==> src/rtl/mem_arbiter.sv <==
// Arbitrates I-side and D-side requests onto one single-port memory, with an abort watchdog.
// Define ARB_ROUND_ROBIN_EN for round-robin on simultaneous requests; default is fixed D-side priority.
module mem_arbiter #(
  parameter int unsigned WIDTH   = 32,
  parameter int unsigned TIMEOUT = 64
) (
  input  logic             clk,
  input  logic             rst,
  input  logic             i_req,
  input  logic [WIDTH-1:0] i_addr,
  output logic             i_done,
  output logic [WIDTH-1:0] i_rdata,
  input  logic             d_req,
  input  logic             d_we,
  input  logic [3:0]       d_be,
  input  logic [WIDTH-1:0] d_addr,
  input  logic [WIDTH-1:0] d_wdata,
  output logic             d_done,
  output logic [WIDTH-1:0] d_rdata,
  output logic             mem_req,
  output logic             mem_we,
  output logic [3:0]       mem_be,
  output logic [WIDTH-1:0] mem_addr,
  output logic [WIDTH-1:0] mem_wdata,
  input  logic             mem_ack,
  input  logic [WIDTH-1:0] mem_rdata,
  output logic             busy,
  output logic             err
);

  localparam int unsigned TW = $clog2(TIMEOUT);

  typedef enum logic [1:0] {S_IDLE, S_BUSY, S_RESP} state_t;
  typedef enum logic {OWN_I = 1'b0, OWN_D = 1'b1} owner_t;

  state_t           r_state, w_state;
  owner_t           r_owner, w_owner;
  owner_t           r_last, w_last;
  logic [TW-1:0]    r_timer, w_timer;
  logic             r_mem_req, w_mem_req;
  logic             r_mem_we, w_mem_we;
  logic [3:0]       r_mem_be, w_mem_be;
  logic [WIDTH-1:0] r_mem_addr, w_mem_addr;
  logic [WIDTH-1:0] r_mem_wdata, w_mem_wdata;
  logic             r_i_done, w_i_done;
  logic             r_d_done, w_d_done;
  logic [WIDTH-1:0] r_i_rdata, w_i_rdata;
  logic [WIDTH-1:0] r_d_rdata, w_d_rdata;
  logic             r_busy, w_busy;
  logic             r_err, w_err;
  logic             w_pick_d;

  // Winner selection when idle; a lone requester always wins.
`ifdef ARB_ROUND_ROBIN_EN
  assign w_pick_d = (i_req && d_req) ? (r_last == OWN_I) : d_req;
`else
  assign w_pick_d = d_req;
`endif

  always_comb begin
    w_state     = r_state;
    w_owner     = r_owner;
    w_last      = r_last;
    w_timer     = r_timer;
    w_mem_req   = r_mem_req;
    w_mem_we    = r_mem_we;
    w_mem_be    = r_mem_be;
    w_mem_addr  = r_mem_addr;
    w_mem_wdata = r_mem_wdata;
    w_i_done    = r_i_done;
    w_d_done    = r_d_done;
    w_i_rdata   = r_i_rdata;
    w_d_rdata   = r_d_rdata;
    w_err       = r_err;

    unique case (r_state)
      S_IDLE: begin
        if (i_req || d_req) begin
          w_owner     = w_pick_d ? OWN_D : OWN_I;
          w_mem_req   = 1'b1;
          w_mem_we    = w_pick_d ? d_we : 1'b0;
          w_mem_be    = w_pick_d ? d_be : 4'hF;
          w_mem_addr  = w_pick_d ? d_addr : i_addr;
          w_mem_wdata = w_pick_d ? d_wdata : '0;
          w_timer     = '0;
          w_state     = S_BUSY;
        end
      end
      S_BUSY: begin
        if (mem_ack) begin
          w_mem_req = 1'b0;
          if (r_owner == OWN_D) begin
            w_d_done = 1'b1;
            if (!r_mem_we) w_d_rdata = mem_rdata;
          end else begin
            w_i_done  = 1'b1;
            w_i_rdata = mem_rdata;
          end
          w_state = S_RESP;
        end else if (r_timer == TW'(TIMEOUT - 1)) begin
          // Memory never answered: abort with err, read data left untouched.
          w_mem_req = 1'b0;
          w_err     = 1'b1;
          if (r_owner == OWN_D) w_d_done = 1'b1;
          else                  w_i_done = 1'b1;
          w_state = S_RESP;
        end else begin
          w_timer = r_timer + TW'(1);
        end
      end
      S_RESP: begin
        w_i_done = 1'b0;
        w_d_done = 1'b0;
        w_err    = 1'b0;
        w_last   = r_owner;
        w_state  = S_IDLE;
      end
      default: w_state = S_IDLE;
    endcase

    w_busy = (w_state != S_IDLE);
  end

  always_ff @(posedge clk or negedge rst) begin
    if (!rst) begin
      r_state     <= S_IDLE;
      r_owner     <= OWN_I;
      r_last      <= OWN_I;
      r_timer     <= '0;
      r_mem_req   <= 1'b0;
      r_mem_we    <= 1'b0;
      r_mem_be    <= '0;
      r_mem_addr  <= '0;
      r_mem_wdata <= '0;
      r_i_done    <= 1'b0;
      r_d_done    <= 1'b0;
      r_i_rdata   <= '0;
      r_d_rdata   <= '0;
      r_busy      <= 1'b0;
      r_err       <= 1'b0;
    end else begin
      r_state     <= w_state;
      r_owner     <= w_owner;
      r_last      <= w_last;
      r_timer     <= w_timer;
      r_mem_req   <= w_mem_req;
      r_mem_we    <= w_mem_we;
      r_mem_be    <= w_mem_be;
      r_mem_addr  <= w_mem_addr;
      r_mem_wdata <= w_mem_wdata;
      r_i_done    <= w_i_done;
      r_d_done    <= w_d_done;
      r_i_rdata   <= w_i_rdata;
      r_d_rdata   <= w_d_rdata;
      r_busy      <= w_busy;
      r_err       <= w_err;
    end
  end

  assign i_done    = r_i_done;
  assign i_rdata   = r_i_rdata;
  assign d_done    = r_d_done;
  assign d_rdata   = r_d_rdata;
  assign mem_req   = r_mem_req;
  assign mem_we    = r_mem_we;
  assign mem_be    = r_mem_be;
  assign mem_addr  = r_mem_addr;
  assign mem_wdata = r_mem_wdata;
  assign busy      = r_busy;
  assign err       = r_err;

endmodule

==> config.mk <==
export PLATFORM = sky130hd
export DESIGN_NAME = mem_arbiter
export DESIGN_NICKNAME = d
export VERILOG_FILES = /design/src/rtl/mem_arbiter.sv
export SDC_FILE = /design/constraint.sdc
export NUM_CORES = 1
export LEC_CHECK = 0
export BUFFER_PORTS_ARGS = -buffer_cell sky130_fd_sc_hd__buf_2
export CORE_ASPECT_RATIO = 2
export CORE_MARGIN = 2
export CORE_UTILIZATION = 51
export CTS_CLUSTER_SIZE = 16
export DETAILED_ROUTE_END_ITERATION = 16
export PLACE_DENSITY_LB_ADDON = 0.25
export SYNTH_ARGS = -nofsm -noshare
export SYNTH_HDL_FRONTEND = slang
export SYNTH_SLANG_ARGS = --single-unit
export TNS_END_PERCENT = 100
==> constraint.sdc <==
create_clock -name clk -period 5.1 [get_ports clk]
set_input_delay 0.765 -clock clk [delete_from_list [all_inputs] [get_ports clk]]
set_output_delay 0.765 -clock clk [all_outputs]
set_load 0.02 [all_outputs]
==> summary.txt, run 1 <==
Logic synthesis
  – Post-Synthesis Cells: 520
  – Syn Area/Cell: 11.9 um^2
  – Multiplexer area fraction after synthesis: 18.9%
  – Netlist cell types: 38
  – Synth Warn #: 0
  – Synthesized area: 6200 um^2
  – Synth Area in Simple Gates: 12.1%
  – Sequential fraction of the synthesis area: 59.3%
  – Synth Area in Compound Gates: 5.51%
  – FF+latch count, synth: 147
  – Main combinational cell family by area after synthesis: multiplexers
  – Syn nets: 662
  – Xor/xnor share of the synthesized area: 0%
  – Adder and majority gate portion of the synthesized area: 0.807%

STA
  – Tmin final: 2.44 ns
  – Final Hold Vio Count: 0
  – Max_slew headroom: 25.8%
  – Worst Max-Slew Pin Slew: 1.11 ns
  – Setup violators final: 0
  – Post-Route Setup TNS: 0 ns
  – Period utilization: 47.9%
  – Fin Hold WS: 0.438 ns
  – Fmax: 410 MHz
  – Final Max Slew Viols: 0
  – Worst setup margin: 2.66 ns
  – Clk_skew: 0.00907 ns
  – RSZ-0062 raised after global routing: false

Global route
  – First-pass GRT wire length: 24,200 um
  – Largest net degree at the start of global routing: 104
  – Number of global-route vias before repair: 4,816
  – Initial antenna violation count: 1
  – GR Overflow Total: 0
  – Gr usage total: 24.2%

Power
  – Tot Pwr: 5.71 mW
  – PwrDens: 692 nW/um^2
  – Peak VDD IR: 413 uV
  – Flop pwr share: 35.1%
  – Switching share of power: 40.1%
  – Gate power share: 42.4%
  – Clk pwr share: 22.5%
  – Cell Int Power: 3.42 mW
  – Net Switching: 2.29 mW
  – Leakage: 4.50 nW

Routing
  – Metal3 WL: 1380 um
  – Routed vias: 4,882
  – Drt total wl: 15,700 um
  – DR top layer: met4
  – DR DRC count: 0
  – WL/cell: 16.5 um
  – Detail-routed via count per cell: 5.14
  – WL met1: 6310 um
  – Antenna-violating nets left: 0
  – First-pass DRT Iterations: 6
  – DR WL met2: 7600 um
  – Starting DRT DRC Count: 196

Clocking
  – Post-CTS Setup Bufs: 0
  – Clk Latency, worst-skew pair: 0.42 ns
  – H-tree depth: 4
  – Root Buffer Master: clkbuf_16
  – CTS Sinks: 147
  – CTS Buf Count: 17
  – CTS clock-pin slew for the worst setup and hold paths: 0.06 ns
  – Post-CTS sizing: 0
  – CTS tree: done
  – CTS max path bufs: 2
  – Cts hold-fix bufs: 0

Place
  – HPWL after DPL: 10,900 um
  – GPL Wtd Cong: 0.766
  – IO buf count: 275
  – Dpl ws: 2.42 ns

Critical path
  – Slowest CP cell: or4_4
  – Worst Path Arrival: 2.74 ns
  – CP Buf/Inv Count: 2
  – Largest fanout on the critical path: 32
  – CP Data Required Time: 5.39 ns
  – Worst Setup Start Kind: register
  – Setup CP Type: reg -> reg
  – Largest stage delay, worst path: 0.85 ns
  – Crit end category: register
  – Worst-path cell chain: inv_1, ha_1, inv_2, or4_4, mux2_4
  – Top delay family on crit path: simple AND/OR/NAND/NOR gates
  – Reg2reg setup slack: 2.66 ns

Final layout
  – Layout cells sized above 1: 47.6%
  – Leading cell types in the layout, fill and taps excluded: buf_2 (274), dfrtp_1 (147), nand2_1 (113)
  – Commonest non-fill, non-tap cell in the layout: buf_2
  – Layout Utilization: 68.9%
  – FILL cells: 949
  – NumNets Final: 930
  – Area Growth Syn to Fin: 33.1%

Floorplanning
  – Row cnt: 57
  – Core Box Area: 12,000 um^2
  – Initial Utilization: 51.8%
  – Chip width: 82.0 um
  – Die height: 160 um
  – IO Pins: 276
  – Die area: 13,100 um^2

Flow run
  – Max cap viols: 0

Worst hold path
  – Hold Path Class: in -> async

Status
  – Status: finished clean
[path summary, 6_finish.rpt]
check | start | depth (start not counted) | endpoint
max | r_state[1] | 5 | d_rdata[27]
min | rst | 1 | d_rdata[1]
max reg2reg | r_state[1] | 5 | d_rdata[27]
min reg2reg | mem_wdata[15] | 2 | mem_wdata[15]
max in group asynchronous | rst | 2 | mem_be[2]
min in group clk | mem_wdata[15] | 2 | mem_wdata[15]
[metrics by stage]
step	instance area, um^2	std cells
floorplan	6200	520
global placement	7650	916
detailed placement	7650	916
CTS	8260	948
global route	8260	949
finish	8260	949
[cell type report]
type                       instances  area [um^2]  share of cell area, %
antenna                            1         2.50                 0.0303
clock buffer                      19          433                   5.24
clock inverter                    13          176                   2.14
sequential                       147         3680                   44.5
inverter                           8         30.0                  0.364
timing repair buffer             281         1430                   17.3
tap                              147          184                   2.23
multi-input combinational        333         2330                   28.2
[state kept, by name, indices dropped and copies added, names as in the netlist, 2 cells and up]
| name | count |
|---|---|
| mem_wdata | 32 |
| i_rdata | 32 |
| r_state | 2 |
| r_timer | 6 |
| mem_addr | 32 |
| d_rdata | 32 |
| mem_be | 4 |
[power by group through the flow]
stage | clock (mW) | combinational [mW] | sequential, mW
5_1_grt | 1.36 | 2.62 | 2.07
2_1_floorplan | 0 | 0.940 | 2.65
3_3_place_gp | 0 | 2.37 | 1.99
4_1_cts | 1.31 | 2.45 | 2.00
3_5_place_dp | 0 | 2.43 | 2.01
6_report | 1.28 | 2.42 | 2.01
[metal layers]
metal / global-route usage, % / up-vias
met3: 7.80 / 33
met2: 37.9 / 216
li1: - / 2319
met1: 30.5 / 2314
met4: 10.1 / 0
met5: 0 / -
[logic make-up (layout without fill, tap and decap cells)]
| family | Yosys count | in the layout |
|---|---|---|
| fa+ha+maj | 4 | 4 |
| mux | 98 | 98 |
| flops | 147 | 147 |
| compound gates | 59 | 59 |
| buf+inv | 40 | 321 |
| simple gates | 172 | 172 |
| other cells | 0 | 1 |
[Yosys cell counts]
cell type	instances	area [um^2]
dfrtp_1	147	3680
nand2_1	113	424
nand3_1	40	200
o21ai_0	39	195
mux2_2	35	394
mux2i_1	33	330
mux2_4	30	450
clkbuf_1	21	78.8
inv_1	6	22.5
a21oi_1	4	20.0
buf_2	4	20.0
ha_1	4	50.1
nor2b_1	4	25.0
buf_1	3	11.3
buf_12	3	60.1
nor2_1	3	11.3
a211o_1	2	17.5
a221o_1	2	20.0
a22o_1	2	17.5
a31oi_1	2	12.5
and3_1	2	12.5
inv_2	2	7.51
nor3_1	2	10.0
nor3b_1	2	15.0
o21ai_1	2	10.0
a211oi_1	1	7.51
a21o_1	1	7.51
a41oi_1	1	8.76
and4_1	1	8.76
buf_6	1	11.3
nand2b_1	1	6.26
nand4_1	1	6.26
nand4b_1	1	8.76
o21a_1	1	7.51
o221ai_1	1	8.76
o2bb2ai_1	1	8.76
or3b_2	1	8.76
or4_4	1	11.3
[worst register-to-register path: cells and delay by family (launching register included)]
family / cells / cell delay, ns
and+or+nand+nor: 1 / 0.85
muxes: 1 / 0.43
adders and majority gates: 1 / 0.41
DFF: 1 / 0.39
buffers and inverters: 2 / 0.24
Note: power is estimated with default switching activity, not from simulation.
==> run 2: changes to the inputs <==
--- a/config.mk
+++ b/config.mk
@@ -5,10 +5,11 @@
 export SDC_FILE = /design/constraint.sdc
 export NUM_CORES = 1
 export LEC_CHECK = 0
+export ABC_AREA = 1
 export BUFFER_PORTS_ARGS = -buffer_cell sky130_fd_sc_hd__buf_2
 export CORE_ASPECT_RATIO = 2
 export CORE_MARGIN = 2
-export CORE_UTILIZATION = 51
+export CORE_UTILIZATION = 47
 export CTS_CLUSTER_SIZE = 16
 export DETAILED_ROUTE_END_ITERATION = 16
 export PLACE_DENSITY_LB_ADDON = 0.25
==> constraint.sdc (replaced) <==
create_clock -name clk -period 2.37 [get_ports clk]
set_input_delay 0.3555 -clock clk [delete_from_list [all_inputs] [get_ports clk]]
set_output_delay 0.3555 -clock clk [all_outputs]
set_load 0.02 [all_outputs]
==> run 2 against run 1 <==
Compared with the run above: combinational power grew 99%; routed wire length down 0.97%; first-iteration DRC count increased by 5.6%; die area increased by 4.0%; register-to-register slack got worse by 2.4 ns; final area shrank 3.3%; largest power group unchanged.
==> summary.txt, run 2 <==
STA
  – Setup violators final: 0 (unchanged)
  – Max_slew headroom: 50.4% (+25 points)
  – Clk_skew: 0.00763 ns (-0.00144 ns)
  – Final Max Slew Viols: 0 (unchanged)
  – Period utilization: 87.0% (+39 points)
  – Worst Max-Slew Pin Slew: 0.742 ns (-0.367 ns)
  – RSZ-0062 raised after global routing: false
  – Fmax: 485 MHz (+18%)
  – Worst setup margin: 0.307 ns (-2.35 ns)
  – Post-Route Setup TNS: 0 ns (unchanged)
  – Final Hold Vio Count: 0 (unchanged)
  – Tmin final: 2.06 ns (-0.379 ns)
  – Fin Hold WS: 0.148 ns (-0.291 ns)

Final layout
  – # diodes: 0 (-1)
  – Non-filler instance count after layout: 1,040 (+9.6%)
  – NumNets Final: 1,019 (+9.6%)
  – Leading cell types in the layout, fill and taps excluded: buf_2 (274), nand2_1 (168), dfrtp_1 (147)
  – Commonest non-fill, non-tap cell in the layout: buf_2
  – Post-route cell area: 7990 um^2 (-3.3%)
  – Layout Utilization: 64.0% (-4.9 points)
  – FILL cells: 1,088 (+15%)
  – Area Growth Syn to Fin: 34.2%
  – Layout cells sized above 1: 36.3% (-11 points)

Clocking
  – Post-CTS Setup Bufs: 0 (unchanged)
  – CTS Sinks: 147 (unchanged)
  – Root Buffer Master: clkbuf_16
  – CTS tree: done
  – CTS max path bufs: 2 (unchanged)
  – Cts hold-fix bufs: 1 (+1)
  – CTS clock-pin slew for the worst setup and hold paths: 0.07 ns (about the same)
  – Post-CTS sizing: 0 (unchanged)
  – H-tree depth: 4 (unchanged)
  – Clk Latency, worst-skew pair: 0.41 ns (about the same)
  – CTS Buf Count: 17 (unchanged)

Routing
  – DR DRC count: 0 (unchanged)
  – First-pass DRT Iterations: 5 (-1)
  – Antenna-violating nets left: 0 (unchanged)
  – Detail-routed via count per cell: 5.03 (-2.3%)
  – Drt total wl: 15,500 um (-0.97%)
  – WL/cell: 14.9 um (-9.6%)
  – Routed vias: 5,226 (+7.0%)
  – Starting DRT DRC Count: 207 (+5.6%)

Logic synthesis
  – Number of synthesized flops with an enable pin: 0 (unchanged)
  – Sequential fraction of the synthesis area: 61.8% (+2.5 points)
  – Ys flop type: dfrtp_1
  – Post-synth top area share: 61.8% (+2.5 points)
  – Yosys top cell by area: dfrtp_1
  – FF+latch count, synth: 147 (unchanged)
  – Post-Synthesis Cells: 608 (+17%)
  – Async S/R FF share, synth: 100% (unchanged)
  – Most frequent cells after synthesis: nand2_1 (168), dfrtp_1 (147), o21ai_0 (69), inv_1 (49), nor2_1 (40)
  – Syn Area/Cell: 9.79 um^2 (-18%)
  – Count leader, synth: nand2_1
  – Synthesized area: 5950 um^2 (-4.0%)
  – Synth Warn #: 0 (unchanged)
  – Synth area leaders: dfrtp_1 (62%), nand2_1 (11%), o21ai_0 (5.8%)
  – Netlist cell types: 28 (-26%)
  – Syn nets: 750 (+13%)

Place
  – IO buf count: 275 (unchanged)
  – HPWL after DPL: 11,500 um (+5.6%)
  – GPL Wtd Cong: 0.865 (+13%)
  – Total placed cells including tap cells: 1,007 (+9.9%)
  – Placed inst area: 7400 um^2 (-3.2%)
  – Dpl ws: 0.285 ns (-2.13 ns)

Critical path
  – Largest stage delay, worst path: 0.66 ns (-0.19 ns)
  – R2r worst-path depth: 5 (unchanged)
  – Setup CP Type: reg -> reg
  – Slowest CP cell: nor2_4
  – Worst Path Arrival: 2.42 ns (-0.32 ns)
  – Worst-path cell chain: inv_1, ha_1, nand2_4, nor2_4, a22o_1
  – Largest fanout on the critical path: 35 (+9.4%)
  – Crit end category: register
  – Worst Setup Start Kind: register
  – CP Data Required Time: 2.72 ns (-2.67 ns)

Power
  – Clk pwr share: 22.3% (-0.2 points)
  – Cell Int Power: 6.77 mW (+98%)
  – Peak VDD IR: 814 uV (+97%)
  – Net Switching: 4.96 mW (+120%)
  – PwrDens: 1470 nW/um^2 (+110%)
  – Tot Pwr: 11.7 mW (+110%)
  – Switching share of power: 42.3% (+2.2 points)
  – Gate power share: 41.1% (-1.3 points)
  – Flop pwr share: 36.6% (+1.5 points)
  – Leakage: 4.36 nW (-3.2%)

Floorplanning
  – Die area: 13,600 um^2 (+4.0%)
  – Row cnt: 58 (+1.8%)
  – Core Box Area: 12,500 um^2 (+4.2%)
  – Chip width: 83.6 um (+1.9%)
  – Initial Utilization: 47.7% (-4.1 points)
  – IO Pins: 276 (unchanged)
  – Die height: 163 um (+2.0%)

Global route
  – Initial antenna violation count: 0 (-1)
  – First-pass GRT wire length: 24,800 um (+2.2%)
  – Largest net degree at the start of global routing: 69 (-34%)
  – Gr usage total: 22.5% (-1.7 points)
  – GR Overflow Total: 0 (unchanged)
  – Number of global-route vias before repair: 5,163 (+7.2%)

Status
  – Status: finished clean

Worst hold path
  – Hold depth: 2
  – Hold Path Class: in -> reg

Flow run
  – Max cap viols: 0 (unchanged)
## run 2: cell count changes after synthesis, sizes merged, moves of 10 or more
cell   delta
mux2i    -33
nand2    +58
inv      +44
o21ai    +30
nand3    -31
a31oi    +30
nor2     +38
mux2     -65
buf      +10
a22o     +30
## run 2: final timing paths
check | from | end | slack (ns)
worst max-delay path | r_state[0] | mem_wdata[27] | 0.31
worst min-delay path | d_wdata[0] | mem_wdata[0] | 0.15
worst max register to register | r_state[0] | mem_wdata[27] | 0.31
worst min register to register | d_rdata[13] | d_rdata[13] | 0.48
max in group asynchronous | rst | d_rdata[30] | 1.18
min in group asynchronous | rst | i_rdata[9] | 0.47
## run 2: kinds of logic after synthesis
group | Yosys count | synth area share, %
xor+xnor | 2 | 0.294
buf+inv | 85 | 6.70
simple gates | 226 | 15.2
compound gates | 144 | 15.2
fa+ha+maj | 4 | 0.841
flops | 147 | 61.8
## run 2: routing by layer
| metal | wire length, um | track usage (%) |
|---|---|---|
| met1 | 5990 | 26.7 |
| met2 | 8110 | 39.5 |
| met3 | 1050 | 5.05 |
| met4 | 386 | 9.16 |
| met5 | 0 | 0 |
## run 2: area by class of cell
type | count | area [um^2] | area share (%)
clock buffers | 18 | 429 | 5.37
multi-input cells | 376 | 1880 | 23.5
flip-flops and latches | 147 | 3680 | 46.0
clock inverters | 14 | 146 | 1.83
repair buffers | 283 | 1470 | 18.4
inverters | 52 | 200 | 2.51
well taps | 150 | 188 | 2.35
## run 2: power by group through the flow
stage          combinational (mW)  sequential, mW  clock, mW
6_report                     4.82            4.29       2.62
5_1_grt                      5.27            4.40       2.76
4_1_cts                      4.89            4.29       2.66
3_5_place_dp                 4.89            4.30          0
3_3_place_gp                 4.75            4.28          0
2_1_floorplan                1.87            5.58          0
## run 2: worst max-delay path: cells and delay by family, from the launching register on
family,cells,cell delay (ns)
adders and majority gates,1,0.30
AOI/OAI and AO/OA,1,0.24
and+or+nand+nor,2,0.94
DFF,1,0.40
buffers and inverters,1,0.10
